`config.mk`:
```
export PLATFORM = sky130hd
export DESIGN_NAME = alu_chunk_sequencer
export DESIGN_NICKNAME = d
export VERILOG_FILES = /design/src/rtl/alu_chunk_sequencer.sv
export SDC_FILE = /design/constraint.sdc
export NUM_CORES = 1
export LEC_CHECK = 0
export ABC_AREA = 1
export ABC_CLOCK_PERIOD_IN_PS = 2000
export CORE_UTILIZATION = 30
export DETAILED_ROUTE_END_ITERATION = 16
export GPL_TIMING_DRIVEN = 0
export HOLD_SLACK_MARGIN = 0.15
export PLACE_DENSITY = 0.65
export SLEW_MARGIN = 20
export SYNTH_ARGS = -nofsm -noshare
export SYNTH_HDL_FRONTEND = slang
export SYNTH_SLANG_ARGS = --single-unit
```
`constraint.sdc`:
```
create_clock -name clk -period 2 [get_ports clk]
set_input_delay 0.5 -clock clk [delete_from_list [all_inputs] [get_ports clk]]
set_output_delay 0.5 -clock clk [all_outputs]
set_load 0.02 [all_outputs]
```
`src/rtl/alu_chunk_sequencer.sv`:
```
// Drives a narrow combinational ALU one chunk per cycle, LS chunk first, chaining
// carry between chunks, and returns the assembled wide result over valid/ready.
module alu_chunk_sequencer #(
  parameter int unsigned N      = 4,
  parameter int unsigned CHUNKS = 4
) (
  input  logic                clk,
  input  logic                rst_n,
  input  logic                req_valid,
  output logic                req_ready,
  input  logic [2:0]          req_op,
  input  logic [N*CHUNKS-1:0] req_a,
  input  logic [N*CHUNKS-1:0] req_b,
  input  logic                req_cin,
  output logic [2:0]          alu_c,
  output logic [N-1:0]        alu_a,
  output logic [N-1:0]        alu_b,
  output logic                alu_cin,
  input  logic [N-1:0]        alu_f,
  input  logic                alu_cout,
  input  logic                alu_v,
  input  logic                alu_z,
  output logic                rsp_valid,
  input  logic                rsp_ready,
  output logic [N*CHUNKS-1:0] rsp_f,
  output logic                rsp_cout,
  output logic                rsp_v,
  output logic                rsp_z
);

  localparam int unsigned W  = N * CHUNKS;
  localparam int unsigned CW = (CHUNKS > 1) ? $clog2(CHUNKS) : 1;

  typedef enum logic [1:0] {IDLE, RUN, DONE} state_t;

  state_t         state, state_nxt;
  logic [2:0]     op_r;
  logic [W-1:0]   a_r, b_r, res_r;
  logic           carry_r, z_acc, cout_r, v_r;
  logic [CW-1:0]  cnt;
  logic           last;

  assign last = (cnt == CW'(CHUNKS - 1));

  // State register
  always_ff @(posedge clk or negedge rst_n) begin
    if (!rst_n) state <= IDLE;
    else        state <= state_nxt;
  end

  // Next state and state-decoded outputs
  always_comb begin
    state_nxt = state;
    req_ready = 1'b0;
    rsp_valid = 1'b0;
    rsp_f     = '0;
    rsp_cout  = 1'b0;
    rsp_v     = 1'b0;
    rsp_z     = 1'b0;
    alu_c     = 3'b000;
    alu_a     = '0;
    alu_b     = '0;
    alu_cin   = 1'b0;
    case (state)
      IDLE: begin
        req_ready = 1'b1;
        if (req_valid) state_nxt = RUN;
      end
      RUN: begin
        alu_c   = op_r;
        alu_a   = a_r[N-1:0];
        alu_b   = b_r[N-1:0];
        alu_cin = carry_r;
        if (last) state_nxt = DONE;
      end
      DONE: begin
        rsp_valid = 1'b1;
        rsp_f     = res_r;
        rsp_cout  = cout_r;
        rsp_v     = v_r;
        rsp_z     = z_acc;
        if (rsp_ready) state_nxt = IDLE;
      end
      default: state_nxt = IDLE;
    endcase
  end

  // Operand shifters, result assembly and flag accumulation
  always_ff @(posedge clk or negedge rst_n) begin
    if (!rst_n) begin
      op_r    <= 3'b000;
      a_r     <= '0;
      b_r     <= '0;
      res_r   <= '0;
      carry_r <= 1'b0;
      z_acc   <= 1'b0;
      cout_r  <= 1'b0;
      v_r     <= 1'b0;
      cnt     <= '0;
    end else begin
      case (state)
        IDLE: begin
          if (req_valid) begin
            op_r    <= req_op;
            a_r     <= req_a;
            b_r     <= req_b;
            carry_r <= req_cin;
            cnt     <= '0;
            z_acc   <= 1'b1;
          end
        end
        RUN: begin
          a_r     <= a_r >> N;
          b_r     <= b_r >> N;
          res_r   <= {alu_f, res_r[W-1:N]};
          carry_r <= alu_cout;
          z_acc   <= z_acc & alu_z;
          cnt     <= last ? '0 : cnt + CW'(1);
          // Whole-word C and V come only from the most-significant chunk
          if (last) begin
            cout_r <= alu_cout;
            v_r    <= alu_v;
          end
        end
        default: ;
      endcase
    end
  end

endmodule

```
=== Yosys cells after proc, flatten, opt, wreduce, memory -nomap -nowiden ===
Cells that the tools add are included.

* Reductions and logical operators: 6
* Equal/unequal tests: 6
* Muxes and demuxes: 25
* Multiply operators: 0
* Bitwise gates (word level): 1
* Shifts and indexed selects: 0
* Add/sub/neg operators: 1
* Order comparisons: 0
* Divide/modulo/power cells: 0

{| class="wikitable"
|+ Operator list
! cell !! count
|-
| one-hot mux 16 bit (2 select lines) || 2
|-
| 2-to-1 mux 16 bit || 3
|-
| 2-to-1 mux 2 bit || 5
|-
| 2-to-1 mux 1 bit || 8
|-
| 2-to-1 mux 4 bit || 2
|-
| inequality test 2 bit (second input constant) || 3
|-
| one-hot mux 2 bit (3 select lines) || 1
|-
| AND reduction 2 bit || 3
|-
| equality test 2 bit (second input constant) || 2
|-
| one-hot mux 1 bit (2 select lines) || 2
|-
| one-hot mux 2 bit (2 select lines) || 1
|-
| 2-to-1 mux 3 bit || 1
|-
| AND reduction 3 bit || 1
|-
| adder 2 x 1 -> 2 bit (second input constant) || 1
|-
| equality test 2 x 1 -> 1 bit (second input constant) || 1
|-
| zero test 2 bit || 1
|-
| nonzero test 2 bit || 1
|-
| AND 1 bit || 1
|}

* Input bits: 47
* Latch bits: 0
* Bits in writable memories: 0
* Logic and storage cells: 49
* Memories kept: 0
* ROM bits: 0
* Output and inout port bits: 33
* Bits in registers: 59

=== Longest topological paths before layout ===
* Word-level depth: 3
* Gate-level depth with buffers: 6
* Gate-level depth less buffers: 5

=== Worst setup path before layout ===
No wires, ideal clock.

* Path kind: register to output
* Start point: register state[1]
* End point: output port alu_a[0]
* Cell stages (with the launch flop): 6
* Data arrival time: 1.150 ns
* Slack: 0.350 ns
* Cell sequence: dfrtp_1 > inv_2 > nand2_1 > buf_4 > buf_2 > nor2_1

* Longest elaborated chain between the ends: 2

{| class="wikitable"
|+ RTL lines
! what !! RTL line !! RTL
|-
| start: declaration || 36 || <nowiki>state_t state, state_nxt;</nowiki>
|-
| start signal: assignment || 48 || <nowiki>else state <= state_nxt;</nowiki>
|-
| equality test 2 x 1 -> 1 bit || 64 || <nowiki>case (state)</nowiki>
|-
| 2-to-1 mux 4 bit || 64 ||
|-
| end: declaration || 16 || <nowiki>output logic [N-1:0] alu_a,</nowiki>
|}

Every way passes these cells.

=== Worst setup path after layout ===
* Start point: register state[0]
* End point: output port rsp_f[8]

* Longest elaborated chain between the ends: 2

{| class="wikitable"
|+ RTL lines
! what !! RTL line !! RTL
|-
| equality test 2 bit || 64 ||
|-
| 2-to-1 mux 16 bit || 64 ||
|-
| end: declaration || 25 || <nowiki>output logic [N*CHUNKS-1:0] rsp_f,</nowiki>
|}

Every way passes these cells.

==> parameters.txt <==
Parameter                              Value

Timing
  Relative max-transition margin    0.732
  Number of hold violations in the final report    0
  Post-route worst hold slack    0.472 ns
  Final Cycle Share    0.965
  Count of final setup violators    0
  Unrepaired setup endpoints after global routing    no
  Minimum period implied by the final worst setup slack    between 1.5 and 2 ns
  Transition time at the pin with the least slew margin    0.402 ns
  Final worst clock skew    between 0.007 and 0.008 ns
  Slew Limit Fails    0
  Achievable clock frequency    0.518 GHz

Placed design
  Estimated wirelength of the detail-placed design    ~5 mm
  Routability cong.    about 0.77
  Number of port buffers    between 70 and 80
  Number of placed instances, taps included    approximately 520

Global route
  Aggregate global routing overflow    0
  Combined global-route utilization of all metal layers    0.156
  Wire length of the first global-routing pass    11.6 mm
  Largest net degree at the start of global routing    32
  Via count of the first global-routing pass    ~2,400
  Initial antenna violation count    0

Setup path
  Worst Setup End Kind    output pin
  Req. time, crit path    around 1.5 ns
  Capture instance of the worst register-to-register path    op_r[1]$_DFFE_PN0P_
  Classification of the worst setup path    flip-flop to output pin
  Start of the worst register-to-register path    state[1]$_DFFE_PN0P_
  Count of cells along the worst register-to-register path    6
  CP Launch Type    flip-flop
  Critical path data arrival time    between 1 and 1.5 ns
  Biggest fanout along the worst timing path    10
  Reg2reg setup slack    approximately 0.64 ns

Min path
  Number of cells on the worst hold path    2
  Startpoint of the tightest hold check path    b_r[12]$_DFFE_PN0P_
  Hold worst-path end    b_r[12]$_DFFE_PN0P_
  Worst Hold Class    flip-flop to flip-flop

CTS
  TritonCTS clock tree    yes
  Clock root buffer    sky130_fd_sc_hd__clkbuf_8
  CTS buffer count    9
  Clk_lat worst skew    ~0.33 ns
  Max Buffers Root-to-Sink    2
  Clock-pin slew on the worst setup and hold paths    about 0.070 ns
  Number of sinks handled by clock tree synthesis    59
  Maximum level of the CTS H-tree    3

Synthesis
  Number of different library cells in the post-synthesis netlist    14
  Number of nets in the synthesized netlist    ~380
  Netlist Area Pre-Place    0.00269 sq mm
  Warnings, synthesis    0
  Sequential share of the synthesized area    0.549
  Synth Instances    335
  Number of register bits inferred by synthesis    around 60
  Average cell area after synthesis    ~8.0 sq um

Drt
  Overall via count from detail_route    about 2,400
  Final antenna-violating net count    0
  Pre-Repair DR Iteration Count    5
  Number of DRC markers after the initial detailed-route iteration    122
  Number of vias per cell after detailed routing    between 4 and 5
  Detailed-route wire length per cell    ~13 microns
  Final routed wirelength across all metal layers    slightly below 7 mm
  DRC violations left    0

Floorplan
  Die Span Y    96.7 microns
  Initial Util    0.309
  Top-level port count    80
  Chip Width    between 90 and 100 microns
  Row count    34
  Area of the core region    0.00872 sq mm
  Area enclosed by the die boundary    0.00935 sq mm

Flow run
  Maximum capacitance violations    0

Pwr
  Total power density per cell area    between 1500 and 2000 mW/mm^2
  Post-layout power    roughly 5.7 mW
  Leakage dissipation    approximately 1.9 nW
  Worst IR drop on VDD    a little under 600 uV

Finish
  Synthesis-to-layout area growth    39.7%
  Count of inserted antenna diode cells    0
  Count of fill cells added during filler insertion    slightly below 900
  Net count, final    about 480
  Most used cells in the layout excluding fill and tap cells    sky130_fd_sc_hd__nand2_1, sky130_fd_sc_hd__nand3_1, sky130_fd_sc_hd__dfrtp_1
  Proportion of layout cells with a drive suffix above 1    0.181
  Commonest non-fill, non-tap cell in the layout    sky130_fd_sc_hd__nand2_1
  Final Core Density    0.431
  Non-filler instance count after layout    540

Status
  Outcome    complete, no violations
## sequential cells by signal, summed over array words and instances (netlist names)
name	count
state	2
op_r	3
z_acc	1
cout_r	1
res_r	16
v_r	1
a_r	16
cnt	2
carry_r	1
b_r	16
## cell type report
class	instances	area [sq um]	area share
repair buffers	82	661	0.176
clock buffers	9	124	0.0329
plain buffers	19	136	0.0363
inverters	35	131	0.0349
multi-input cells	221	956	0.254
clock inverters	7	140	0.0373
well taps	108	135	0.0359
flip-flops and latches	59	1480	0.393
## layer usage
layer  GRT usage  up-vias  part of all wire  wire length, microns
li1            -     1231                 -                     -
met1       0.210     1135              0.47                  3250
met4      0.0620        0             0.011                    78
met2       0.251       65              0.47                  3220
met5           0        -                 0                     0
met3      0.0267        5             0.044                   301
## kinds of logic after synthesis
logic type               share of synthesized area
AO/OA/AOI/OAI                               0.0386
AND/OR/NAND/NOR                              0.310
buffers and inverters                       0.0981
adder cells (fa/ha/maj)                    0.00465
flip-flops                                   0.549
## worst max-delay path by stage
stage	cells after the start	slack (ns)	endpoint	startpoint
finish	5	0.07	rsp_f[8]	state[0]$_DFFE_PN0P_
CTS	5	-0.005	rsp_valid	state[0]$_DFFE_PN0P_
detailed placement	6	-0.26	alu_a[1]	state[1]$_DFFE_PN0P_
floorplan	5	0.35	alu_a[0]	state[1]$_DFFE_PN0P_
global route	5	0.003	rsp_f[8]	state[0]$_DFFE_PN0P_
global placement	1	-1.47	b_r[3]$_DFFE_PN0P_	rst_n
## worst max-delay path, cell delays in order, from the launching register on
cell	delay, ns
sky130_fd_sc_hd__dfrtp_1	0.43
sky130_fd_sc_hd__inv_2	0.10
sky130_fd_sc_hd__nand2_1	0.08
sky130_fd_sc_hd__buf_4	0.18
sky130_fd_sc_hd__nor2_1	0.13
sky130_fd_sc_hd__buf_2	0.18
## synth_stat cells
master,number,area share
sky130_fd_sc_hd__nor2_4,1,0.0042
sky130_fd_sc_hd__inv_1,33,0.046
sky130_fd_sc_hd__o21ai_2,1,0.0033
sky130_fd_sc_hd__nand3_1,61,0.11
sky130_fd_sc_hd__dfrtp_1,59,0.55
sky130_fd_sc_hd__nand2_1,105,0.15
sky130_fd_sc_hd__o21ai_0,13,0.024
sky130_fd_sc_hd__inv_2,2,0.0028
sky130_fd_sc_hd__ha_1,1,0.0046
sky130_fd_sc_hd__buf_4,8,0.022
sky130_fd_sc_hd__o21ai_1,6,0.011
sky130_fd_sc_hd__nor2_1,33,0.046
sky130_fd_sc_hd__buf_6,2,0.0084
sky130_fd_sc_hd__buf_2,10,0.019
## stage by stage
step                      TNS [ns]  cell area (sq um)  setup slack [ns]
after floorplan                  0               2690             0.350
after detailed placement     -2.13               3630            -0.265
final                            0               3760            0.0701
after global routing             0               3760           0.00303
after global placement      -88.64               3620             -1.47
after CTS                 -0.00450               3850          -0.00450
## repair_timing
item / CTS / global route
resized for setup: 121 / 16
hold endpoints to repair: 28 / 0
pin swaps: 0 / 0
buffers inserted: 1 / 0
setup endpoints to repair: 33 / 15
hold buffers: 1 / 0
gates cloned: 0 / 0
## power by group
group          switching, mW  internal (mW)  total (mW)
Sequential             0.269           1.72        1.99
Combinational           1.42          0.840        2.26
Clock                  0.483          0.951        1.43
Note: power is estimated with default switching activity, not from simulation.
